==> src/rtl/sb_transaction_tx.sv <==
`default_nettype none
// ============================================================================
// Module      : sb_transaction_tx
// Description : Sideband transaction transmitter. Serialises AT requests
//               (read/write, address, 24-bit payload) and LT requests (LSE
//               symbol) into framed sideband symbols with DLE/STX/ETX framing,
//               CRC-16 (poly 0x8005, MSB-first) and DLE byte stuffing.
// Ports       : sb_clk      - sideband clock, rising edge
//               rst         - asynchronous active-low reset
//               at_start    - AT request (taken only when idle and not busy)
//               at_cmd      - 1 = command STX, 0 = response STX
//               s_write     - 1 = write (payload sent), 0 = read
//               s_address   - register address
//               payload_out - write data, MSB byte first
//               lt_start    - LT request (priority over at_start)
//               lse         - LSE symbol for LT
//               tdisconnect - abort current frame and hold idle
//               sbtx        - {stop=1, byte, start=0}; 10'h3FF when idle
//               tx_en       - sbtx carries a valid symbol
//               tx_busy     - frame in progress
//               tx_done     - pulse on the last symbol of a frame
// Revision    : 1.0 - initial release
// ============================================================================
module sb_transaction_tx #(
    parameter logic [7:0]  DLE_SYMBOL = 8'hFE,
    parameter logic [7:0]  STX_CMD    = 8'hA0,
    parameter logic [7:0]  STX_RSP    = 8'h20,
    parameter logic [7:0]  ETX_SYMBOL = 8'h40,
    parameter logic [15:0] CRC_INIT   = 16'hFFFF
) (
    input  logic        sb_clk,
    input  logic        rst,
    input  logic        at_start,
    input  logic        at_cmd,
    input  logic        s_write,
    input  logic [7:0]  s_address,
    input  logic [23:0] payload_out,
    input  logic        lt_start,
    input  logic [7:0]  lse,
    input  logic        tdisconnect,
    output logic [9:0]  sbtx,
    output logic        tx_en,
    output logic        tx_busy,
    output logic        tx_done
);

    localparam logic [9:0]  c_IDLE_SYM = 10'h3FF;
    localparam logic [15:0] c_POLY     = 16'h8005;

    // Each state names the symbol that will be registered onto sbtx at the
    // next clock edge.
    typedef enum logic [3:0] {
        S_IDLE     = 4'd0,
        S_AT_DLE   = 4'd1,
        S_AT_STX   = 4'd2,
        S_AT_ADDR  = 4'd3,
        S_AT_LEN   = 4'd4,
        S_AT_DATA  = 4'd5,
        S_AT_CRC   = 4'd6,
        S_AT_DLE_E = 4'd7,
        S_AT_ETX   = 4'd8,
        S_STUFF    = 4'd9,
        S_LT_DLE   = 4'd10,
        S_LT_LSE   = 4'd11,
        S_LT_CLSE  = 4'd12
    } state_t;

    state_t      r_state, r_ret_state, w_next_state, w_ret_state;
    logic [1:0]  r_idx, w_next_idx;
    logic [15:0] r_crc;
    logic        r_cmd, r_write;
    logic [7:0]  r_addr, r_lse;
    logic [23:0] r_payload;
    logic [9:0]  r_sbtx;
    logic        r_tx_en, r_tx_busy, r_tx_done;

    logic        w_accept_at, w_accept_lt;
    logic [7:0]  w_byte;
    logic        w_en, w_done, w_crc_en, w_stuff_chk, w_stuff;

    function automatic logic [15:0] f_crc16_byte(input logic [15:0] crc,
                                                 input logic [7:0]  data);
        logic [15:0] v;
        logic        fb;
        v = crc;
        for (int i = 7; i >= 0; i--) begin
            fb = v[15] ^ data[i];
            v  = {v[14:0], 1'b0};
            if (fb) v = v ^ c_POLY;
        end
        return v;
    endfunction

    always_comb begin
        w_next_state = r_state;
        w_ret_state  = r_ret_state;
        w_next_idx   = r_idx;
        w_byte       = 8'h00;
        w_en         = 1'b0;
        w_done       = 1'b0;
        w_crc_en     = 1'b0;
        w_stuff_chk  = 1'b0;
        w_stuff      = 1'b0;
        w_accept_at  = 1'b0;
        w_accept_lt  = 1'b0;

        case (r_state)
            S_IDLE: begin
                // r_tx_busy still high means the last symbol is on the wire;
                // waiting one more cycle guarantees an idle gap.
                if (!r_tx_busy) begin
                    if (lt_start) begin
                        w_accept_lt  = 1'b1;
                        w_next_state = S_LT_DLE;
                    end else if (at_start) begin
                        w_accept_at  = 1'b1;
                        w_next_state = S_AT_DLE;
                    end
                end
                w_next_idx = 2'd0;
            end
            S_AT_DLE: begin
                w_byte = DLE_SYMBOL; w_en = 1'b1;
                w_next_state = S_AT_STX;
            end
            S_AT_STX: begin
                w_byte = r_cmd ? STX_CMD : STX_RSP; w_en = 1'b1; w_crc_en = 1'b1;
                w_next_state = S_AT_ADDR;
            end
            S_AT_ADDR: begin
                w_byte = r_addr; w_en = 1'b1; w_crc_en = 1'b1; w_stuff_chk = 1'b1;
                w_next_state = S_AT_LEN;
            end
            S_AT_LEN: begin
                w_byte = {r_write, 7'd3}; w_en = 1'b1; w_crc_en = 1'b1; w_stuff_chk = 1'b1;
                w_next_state = r_write ? S_AT_DATA : S_AT_CRC;
                w_next_idx   = 2'd0;
            end
            S_AT_DATA: begin
                case (r_idx)
                    2'd0:    w_byte = r_payload[23:16];
                    2'd1:    w_byte = r_payload[15:8];
                    default: w_byte = r_payload[7:0];
                endcase
                w_en = 1'b1; w_crc_en = 1'b1; w_stuff_chk = 1'b1;
                if (r_idx == 2'd2) begin
                    w_next_state = S_AT_CRC;
                    w_next_idx   = 2'd0;
                end else begin
                    w_next_idx   = r_idx + 2'd1;
                end
            end
            S_AT_CRC: begin
                w_byte = (r_idx == 2'd0) ? r_crc[15:8] : r_crc[7:0];
                w_en = 1'b1; w_stuff_chk = 1'b1;
                if (r_idx == 2'd1) begin
                    w_next_state = S_AT_DLE_E;
                    w_next_idx   = 2'd0;
                end else begin
                    w_next_idx   = r_idx + 2'd1;
                end
            end
            S_AT_DLE_E: begin
                w_byte = DLE_SYMBOL; w_en = 1'b1;
                w_next_state = S_AT_ETX;
            end
            S_AT_ETX: begin
                w_byte = ETX_SYMBOL; w_en = 1'b1; w_done = 1'b1;
                w_next_state = S_IDLE;
            end
            S_STUFF: begin
                w_byte = DLE_SYMBOL; w_en = 1'b1;
                w_next_state = r_ret_state;
            end
            S_LT_DLE: begin
                w_byte = DLE_SYMBOL; w_en = 1'b1;
                w_next_state = S_LT_LSE;
            end
            S_LT_LSE: begin
                w_byte = r_lse; w_en = 1'b1;
                w_next_state = S_LT_CLSE;
            end
            S_LT_CLSE: begin
                w_byte = ~r_lse; w_en = 1'b1; w_done = 1'b1;
                w_next_state = S_IDLE;
            end
            default: begin
                w_next_state = S_IDLE;
                w_next_idx   = 2'd0;
            end
        endcase

        // A DLE-valued data byte gets an extra DLE; remember where to resume.
        if (w_stuff_chk && (w_byte == DLE_SYMBOL)) begin
            w_stuff      = 1'b1;
            w_ret_state  = w_next_state;
            w_next_state = S_STUFF;
        end

        // Disconnect drops the frame outright, suppressing the symbol too.
        if (tdisconnect) begin
            w_next_state = S_IDLE;
            w_next_idx   = 2'd0;
            w_en         = 1'b0;
            w_done       = 1'b0;
            w_crc_en     = 1'b0;
            w_stuff      = 1'b0;
            w_accept_at  = 1'b0;
            w_accept_lt  = 1'b0;
        end
    end

    always_ff @(posedge sb_clk or negedge rst) begin
        if (!rst) begin
            r_state     <= S_IDLE;
            r_ret_state <= S_IDLE;
            r_idx       <= 2'd0;
            r_crc       <= CRC_INIT;
            r_cmd       <= 1'b0;
            r_write     <= 1'b0;
            r_addr      <= 8'h00;
            r_payload   <= 24'h000000;
            r_lse       <= 8'h00;
            r_sbtx      <= c_IDLE_SYM;
            r_tx_en     <= 1'b0;
            r_tx_busy   <= 1'b0;
            r_tx_done   <= 1'b0;
        end else begin
            r_state   <= w_next_state;
            r_idx     <= w_next_idx;
            if (w_stuff) r_ret_state <= w_ret_state;

            if (w_accept_at) begin
                r_cmd     <= at_cmd;
                r_write   <= s_write;
                r_addr    <= s_address;
                r_payload <= payload_out;
            end
            if (w_accept_lt) r_lse <= lse;

            if (w_accept_at || w_accept_lt) r_crc <= CRC_INIT;
            else if (w_crc_en)              r_crc <= f_crc16_byte(r_crc, w_byte);

            r_sbtx    <= w_en ? {1'b1, w_byte, 1'b0} : c_IDLE_SYM;
            r_tx_en   <= w_en;
            r_tx_busy <= w_en;
            r_tx_done <= w_done;
        end
    end

    assign sbtx    = r_sbtx;
    assign tx_en   = r_tx_en;
    assign tx_busy = r_tx_busy;
    assign tx_done = r_tx_done;

endmodule
`default_nettype wire

==> config.mk <==
export PLATFORM = sky130hd
export DESIGN_NAME = sb_transaction_tx
export DESIGN_NICKNAME = d
export VERILOG_FILES = /design/src/rtl/sb_transaction_tx.sv
export SDC_FILE = /design/constraint.sdc
export NUM_CORES = 1
export LEC_CHECK = 0
export CAP_MARGIN = 5
export CORE_ASPECT_RATIO = 0.75
export CORE_MARGIN = 2
export CORE_UTILIZATION = 30
export CTS_CLUSTER_SIZE = 14
export DETAILED_ROUTE_END_ITERATION = 12
export GPL_TIMING_DRIVEN = 0
export PLACE_DENSITY = 0.61
export SLEW_MARGIN = 20
export SYNTH_ARGS = -nofsm -noshare
export SYNTH_HDL_FRONTEND = slang
export SYNTH_SLANG_ARGS = --single-unit
export TNS_END_PERCENT = 20
==> constraint.sdc <==
create_clock -name sb_clk -period 7.35 [get_ports sb_clk]
set_input_delay 0.735 -clock sb_clk [delete_from_list [all_inputs] [get_ports sb_clk]]
set_output_delay 0.735 -clock sb_clk [all_outputs]
set_load 0.05 [all_outputs]
==> flow_metrics.env, run 1 <==
export IMPL_grt_antenna_before_repair=0
export IMPL_placed_cells_incl_taps=663
export IMPL_setup_tns_final_ns=0
export IMPL_number_of_violations_reported_at_the_end_of_detailed_routing_iteration_0=342
export IMPL_layout_nets=521
export IMPL_ir_worst_vdd_uv=149
export IMPL_die_h_um=109
export IMPL_hpwl_detailed_um=8830
export IMPL_detailedRoute_firstPassIterationCount=5
export IMPL_wl_um=11800
export IMPL_rsz0062_at_grt="no"
export IMPL_first_pass_grt_wire_length_um=19000
export IMPL_synth_nets=451
export IMPL_post_route_insts_no_fill=679
export IMPL_port_buffers=58
export IMPL_core_mm2=0.0144
export IMPL_max_clock_path_buffers=2
export IMPL_path_class="flop to flop"
export IMPL_flow_area_growth_from_synthesis_pct=26.8
export IMPL_finalMaxSlewViolations=0
export IMPL_cell_accounting_for_the_most_synthesized_area="dfrtp_1"
export IMPL_pin_count_of_the_biggest_net_entering_global_routing=48
export IMPL_async_flop_share_pct=100
export IMPL_clockRootBuffer="clkbuf_16"
export IMPL_antenna_left=0
export IMPL_grt_overflow_total=0
export IMPL_cts_buffers=9
export IMPL_post_drt_via_cell_ratio=5.13
export IMPL_post_synth_cell_area_avg_um2=10.8
export IMPL_slew_headroom_pct=41.7
export IMPL_number_of_levels_in_the_clock_h_tree=3
export IMPL_critical_path_endpoint_type="flop"
export IMPL_ys_top_cells_by_count="dfrtp_1, mux2_2, nand2_1"
export IMPL_global_routing_usage_summed_across_all_routing_layers_pct=16.1
export IMPL_synth_seq_area_share_pct=45.8
export IMPL_synth_most_common_cell="dfrtp_1"
export IMPL_num_antenna_cells=0
export IMPL_clock_tree_from_tritoncts="built"
export IMPL_synth_ff_latch_count=79
export IMPL_clock_fmax_ghz=0.281
export IMPL_timing_critical_path_required_ns=7.57
export IMPL_clock_insertion_delay_worst_skew_ns=0.34
export IMPL_finalClockSkew_ns=0.00723
export IMPL_ctsHoldBuffers=0
export IMPL_critical_path_arrival_ns=3.78
export IMPL_start_kind="flop"
export IMPL_worst_pin_slew_ns=0.869
export IMPL_power_leakage_nw=2.26
export IMPL_io_pins=60
export IMPL_ys_flop_type="dfrtp_1"
export IMPL_path_clk_slew_ns=0.06
export IMPL_final_setup_viol_count=0
export IMPL_yosys_top_cells_area="dfrtp_1, dfstp_2, mux2_2, mux2i_1, nand2_1"
export IMPL_period_share_pct=48.4
export IMPL_floorplan_initialDensity_pct=30.5
export IMPL_number_of_cell_rows=38
export IMPL_first_global_vias=3463
export IMPL_pwr_density_cell_mw_per_mm2=434
export IMPL_cts_setup_buffers=0
export IMPL_drive_gt1_share_pct=24.0
export IMPL_die_x_um=144
export IMPL_timing_hold_worst_class="input pin to async pin"
export IMPL_p_total_mw=2.41
export IMPL_tritoncts_num_sinks=79
export IMPL_post_cts_resized_instances=0
export IMPL_worst_hold_margin_ns=0.333
export IMPL_post_route_drc_count=0
export IMPL_drt_wirelength_per_cell_um=17.4
export IMPL_yosysWarnings=0
export IMPL_post_synth_instance_area_mm2=0.00438
export IMPL_synthCells=404
export IMPL_synth_lib_cells_used_distinct=72
export IMPL_total_die_area_mm2=0.0156
export IMPL_filler_cell_count=1418
export IMPL_critical_path_peak_fanout=10
export IMPL_max_cap_violations=0
export IMPL_via_count=3481
export IMPL_post_synth_top_area_fraction_pct=30.8
export IMPL_final_hold_violation_count=0
export IMPL_outcome="finished, final reports clean"
export IMPL_gp_congestion=0.855
export IMPL_finalCriticalPeriod_ns=3.56
export IMPL_synth_edff_count=0
-- per-layer routing --
layer,vias up,share of wire [%],GRT usage (%)
li1,1602,-,-
met1,1728,52,24.3
met2,139,41,22.4
met3,12,6.6,4.74
met4,0,0.91,3.85
met5,-,0,0
-- path summary, 6_finish.rpt --
path,end,start,cells after the start,slack [ns]
min in group sb_clk,r_ret_state[2]$_DFFE_PN0P_,r_ret_state[2]$_DFFE_PN0P_,1,0.48
max in group asynchronous,sbtx[4]$_DFF_PN1_,rst,2,6.35
worst max register to register,r_ret_state[1]$_DFFE_PN0P_,r_idx[1]$_DFFE_PN0P_,9,3.79
worst max-delay path,r_ret_state[1]$_DFFE_PN0P_,r_idx[1]$_DFFE_PN0P_,9,3.79
worst min register to register,r_ret_state[2]$_DFFE_PN0P_,r_ret_state[2]$_DFFE_PN0P_,1,0.48
worst min-delay path,r_payload[11]$_DFFE_PN0P_,rst,1,0.33
-- worst max-delay path, cell delays in order, from the launching register on --
cell and delay [ns]:
dfrtp_1 0.32, buf_4 0.17, clkbuf_1 0.33, clkbuf_1 0.41
o21ai_0 0.22, a211oi_1 0.78, nand2_1 0.13, nor4_2 0.43
and2b_1 0.31, mux2_1 0.34
-- sequential cells by signal, indices dropped and copies added (netlist names) --
| register | count |
|---|---|
| r_addr | 8 |
| r_cmd | 1 |
| r_crc | 16 |
| r_idx | 2 |
| r_lse | 8 |
| r_payload | 24 |
| r_ret_state | 4 |
| r_state | 4 |
| r_write | 1 |
| sbtx | 9 |
| tx_busy | 1 |
| tx_done | 1 |
-- power by group --
part           internal (mW)  switching (mW)
combinational          0.549           0.608
clock                  0.298           0.185
sequential             0.646           0.128
total                   1.49           0.921
-- cells in the final DEF, fill, tap and decap left out, types with 4 or more instances in the layout --
cell type | netlist | routed
nor2_1 | 27 | 27
dfrtp_1 | 54 | 54
o22a_1 | 6 | 6
mux2_2 | 44 | 44
dfstp_2 | 25 | 25
mux2i_1 | 14 | 14
o211ai_1 | 8 | 8
nor2b_1 | 13 | 13
nor3_1 | 6 | 5
xor2_1 | 10 | 10
buf_1 | 4 | 4
xnor2_1 | 7 | 7
clkbuf_16 | 0 | 9
o21ai_0 | 14 | 14
buf_4 | 5 | 6
inv_1 | 7 | 7
clkbuf_1 | 11 | 11
nand2_1 | 28 | 28
a21oi_1 | 19 | 19
nand2b_1 | 7 | 7
clkdlybuf4s50_1 | 0 | 57
buf_2 | 9 | 9
nand3_1 | 4 | 4
-- kinds of logic (layout without fill, tap and decap cells) --
kind of cell           count (synthesis)  count (layout)  share of synthesized area, %
AO/OA/AOI/OAI                         89              89                          14.7
XOR/XNOR                              21              21                          5.43
buffers and inverters                 36             111                          3.77
flip-flops                            79              79                          45.8
multiplexers                          62              62                          15.7
other                                  1               1                        0.0856
AND/OR/NAND/NOR                      116             116                          14.5
-- layout make-up --
cell class,count,area (um2),area share (%)
Timing Repair Buffer,59,598,10.8
Inverter,7,26.3,0.473
Clock buffer,9,225,4.05
Multi-Input combinational cell,289,2210,39.8
Buffer,29,139,2.50
Sequential cell,79,2010,36.1
Tap cell,200,250,4.50
Clock inverter,7,96.3,1.73
-- metrics by stage --
step                util (%)  cell area [um2]  setup slack [ns]
finish                  38.7             5560              3.79
global route            38.7             5560              3.48
CTS                     38.7             5560              3.79
detailed placement      36.5             5240              3.82
global placement        36.3             5210              2.89
floorplan                  -             4380              4.41
Note: power is estimated with default switching activity, not from simulation.
==> inputs of run 2 (changes only) <==
--- a/config.mk
+++ b/config.mk
@@ -12,7 +12,7 @@
 export CTS_CLUSTER_SIZE = 14
 export DETAILED_ROUTE_END_ITERATION = 12
 export GPL_TIMING_DRIVEN = 0
-export PLACE_DENSITY = 0.61
+export PLACE_DENSITY = 0.63
 export SLEW_MARGIN = 20
 export SYNTH_ARGS = -nofsm -noshare
 export SYNTH_HDL_FRONTEND = slang
==> constraint.sdc (replaced) <==
create_clock -name sb_clk -period 2.95 [get_ports sb_clk]
set_input_delay 0.295 -clock sb_clk [delete_from_list [all_inputs] [get_ports sb_clk]]
set_output_delay 0.295 -clock sb_clk [all_outputs]
set_load 0.05 [all_outputs]
==> run 2 against run 1 <==
Compared with the run above:
- the flow now finishes with violations (setup timing)
- critical path depth unchanged
- global-route usage increased by 0.77 points
- die area unchanged
- via count increased by 4.4%
- worst hold slack improved by 0.071 ns
- largest power group unchanged
==> flow_metrics.env, run 2 (synthesis results as in run 1) <==
export IMPL_port_buffers=58
export IMPL_final_hold_violation_count=0
export IMPL_core_mm2=0.0144
export IMPL_number_of_cell_rows=38
export IMPL_pin_count_of_the_biggest_net_entering_global_routing=54
export IMPL_post_drt_via_cell_ratio=5.08
export IMPL_final_setup_viol_count=3
export IMPL_grt_overflow_total=0
export IMPL_via_count=3635
export IMPL_cp_startpoint="r_state[3]$_DFF_PN0_"
export IMPL_flow_area_growth_from_synthesis_pct=41.4
export IMPL_path_class="flop to flop"
export IMPL_drive_gt1_share_pct=36.9
export IMPL_wl_um=12700
export IMPL_finalCriticalPeriod_ns=3.07
export IMPL_crit_path_top_delay_cell="dfrtp_2"
export IMPL_critical_path_endpoint_type="flop"
export IMPL_outcome="complete, but fails checks"
export IMPL_slew_headroom_pct=47.0
export IMPL_final_setup_slack_of_the_worst_path_ns=-0.123
export IMPL_period_share_pct=104
export IMPL_antenna_left=0
export IMPL_largest_register_ffs=24
export IMPL_die_h_um=109
export IMPL_worst_hold_margin_ns=0.404
export IMPL_timing_rr_start="r_state[3]$_DFF_PN0_"
export IMPL_layout_common_cells="clkdlybuf4s50_1, dfrtp_1, mux2_2"
export IMPL_start_kind="flop"
export IMPL_total_die_area_mm2=0.0156
export IMPL_worst_pin_slew_ns=0.791
export IMPL_cts_buffers=9
export IMPL_layout_nets=557
export IMPL_clock_insertion_delay_worst_skew_ns=0.35
export IMPL_clock_fmax_ghz=0.325
export IMPL_final_common_cell="clkdlybuf4s50_1"
export IMPL_critical_path_arrival_ns=3.33
export IMPL_number_of_levels_in_the_clock_h_tree=3
export IMPL_cp_slowest_stage_delay_ns=0.44
export IMPL_first_global_vias=3516
export IMPL_post_route_drc_count=0
export IMPL_clock_tree_from_tritoncts="built"
export IMPL_drt_wirelength_per_cell_um=17.7
export IMPL_tritoncts_num_sinks=79
export IMPL_finalClockSkew_ns=0.00653
export IMPL_failed_checks="setup timing"
export IMPL_max_clock_path_buffers=2
export IMPL_hpwl_detailed_um=9000
export IMPL_timing_hold_worst_class="input pin to async pin"
export IMPL_detailedRoute_firstPassIterationCount=5
export IMPL_io_pins=60
export IMPL_clockRootBuffer="clkbuf_16"
export IMPL_grt_antenna_before_repair=0
export IMPL_floorplan_initialDensity_pct=30.5
export IMPL_largest_register="r_payload"
export IMPL_power_leakage_nw=2.58
export IMPL_number_of_violations_reported_at_the_end_of_detailed_routing_iteration_0=302
export IMPL_critical_path_peak_fanout=7
export IMPL_die_x_um=144
export IMPL_finalMaxSlewViolations=0
export IMPL_ir_worst_vdd_uv=579
export IMPL_timing_critical_path_required_ns=3.21
export IMPL_rsz0062_at_grt="yes"
export IMPL_cell_chain_of_the_critical_path="and2b_4 -> nand3b_1 -> o221a_1 -> a221oi_2 -> xor3_2 -> xor2_4 -> mux2_4 -> mux2_4 -> a211oi_2"
export IMPL_critical_path_top_cell_by_count="mux2_4"
export IMPL_utilization_pct=43.1
export IMPL_pwr_density_cell_mw_per_mm2=1190
export IMPL_path_clk_slew_ns=0.06
export IMPL_max_cap_violations=0
export IMPL_num_antenna_cells=0
export IMPL_first_pass_grt_wire_length_um=19700
export IMPL_global_routing_usage_summed_across_all_routing_layers_pct=16.9
export IMPL_gp_congestion=0.904
==> run 2: changes by cell type in the layout (fill, tap and decap cells not counted), sizes merged <==
cell,before,now
buf,20,56
bufinv,2,3
clkbuf,20,19
clkinvlp,2,1
dlygate4sd3,0,1
==> run 2: worst paths after layout <==
check | endpoint | slack (ns) | cells past startpoint
setup / recovery | r_crc[15]$_DFFE_PN1P_ | -0.12 | 9
hold / removal | r_payload[18]$_DFFE_PN0P_ | 0.40 | 2
setup reg to reg | r_crc[15]$_DFFE_PN1P_ | -0.12 | 9
hold reg to reg | r_ret_state[2]$_DFFE_PN0P_ | 0.47 | 1
max in group asynchronous | sbtx[2]$_DFF_PN1_ | 1.90 | 3
min in group sb_clk | r_ret_state[2]$_DFFE_PN0P_ | 0.47 | 1
==> run 2: timing repair <==
action                                 in CTS  in global routing
setup endpoints to repair                  50                 42
gates cloned                                0                  1
endpoints found under the hold margin      26                  0
gates resized for setup                    43                 35
pin swaps                                  16                 15
hold buffers                                1                  0
buffers inserted                           23                 12
==> run 2: stage by stage <==
step	setup TNS [ns]	area, um2	setup WS (ns)	std cells	power, mW
3_3_place_gp	-75.68	5210	-1.12	662	4.68
5_1_grt	-0.606	6190	-0.257	715	7.81
6_report	-0.183	6190	-0.123	715	7.39
3_5_place_dp	-12.03	5240	-0.594	663	4.78
4_1_cts	-0.139	5940	-0.116	702	6.50
2_1_floorplan	0	4380	0.00863	404	4.05
==> run 2: layout make-up <==
class,instances,area [um2]
clock inverter,7,120
multi-input combinational,289,2450
fill,1359,8160
buffer,28,203
timing repair buffer,96,911
sequential,79,2010
inverter,7,26.3
tap,200,250
clock buffer,9,225
==> run 2: power by group <==
group	switching [mW]	total, mW	leakage (nW)	internal [mW]
clock	0.458	1.29	0.166	0.829
sequential	0.331	1.94	0.928	1.61
combinational	1.94	4.16	1.49	2.22
==> run 2: critical path, delay by kind of cell (launching register included) <==
kind	cells	cell delay [ns]
flops	1	0.44
xor+xnor	2	0.60
mux	2	0.53
simple gates	2	0.53
compound gates	3	0.88
==> run 2: metal layers <==
| metal | global-route usage, % | routed length, um | up-vias |
|---|---|---|---|
| met5 | 0 | 0 | - |
| met4 | 4.62 | 160 | 0 |
| met3 | 4.22 | 1020 | 19 |
| met2 | 23.6 | 5200 | 152 |
| met1 | 25.7 | 6300 | 1788 |
| li1 | - | - | 1676 |
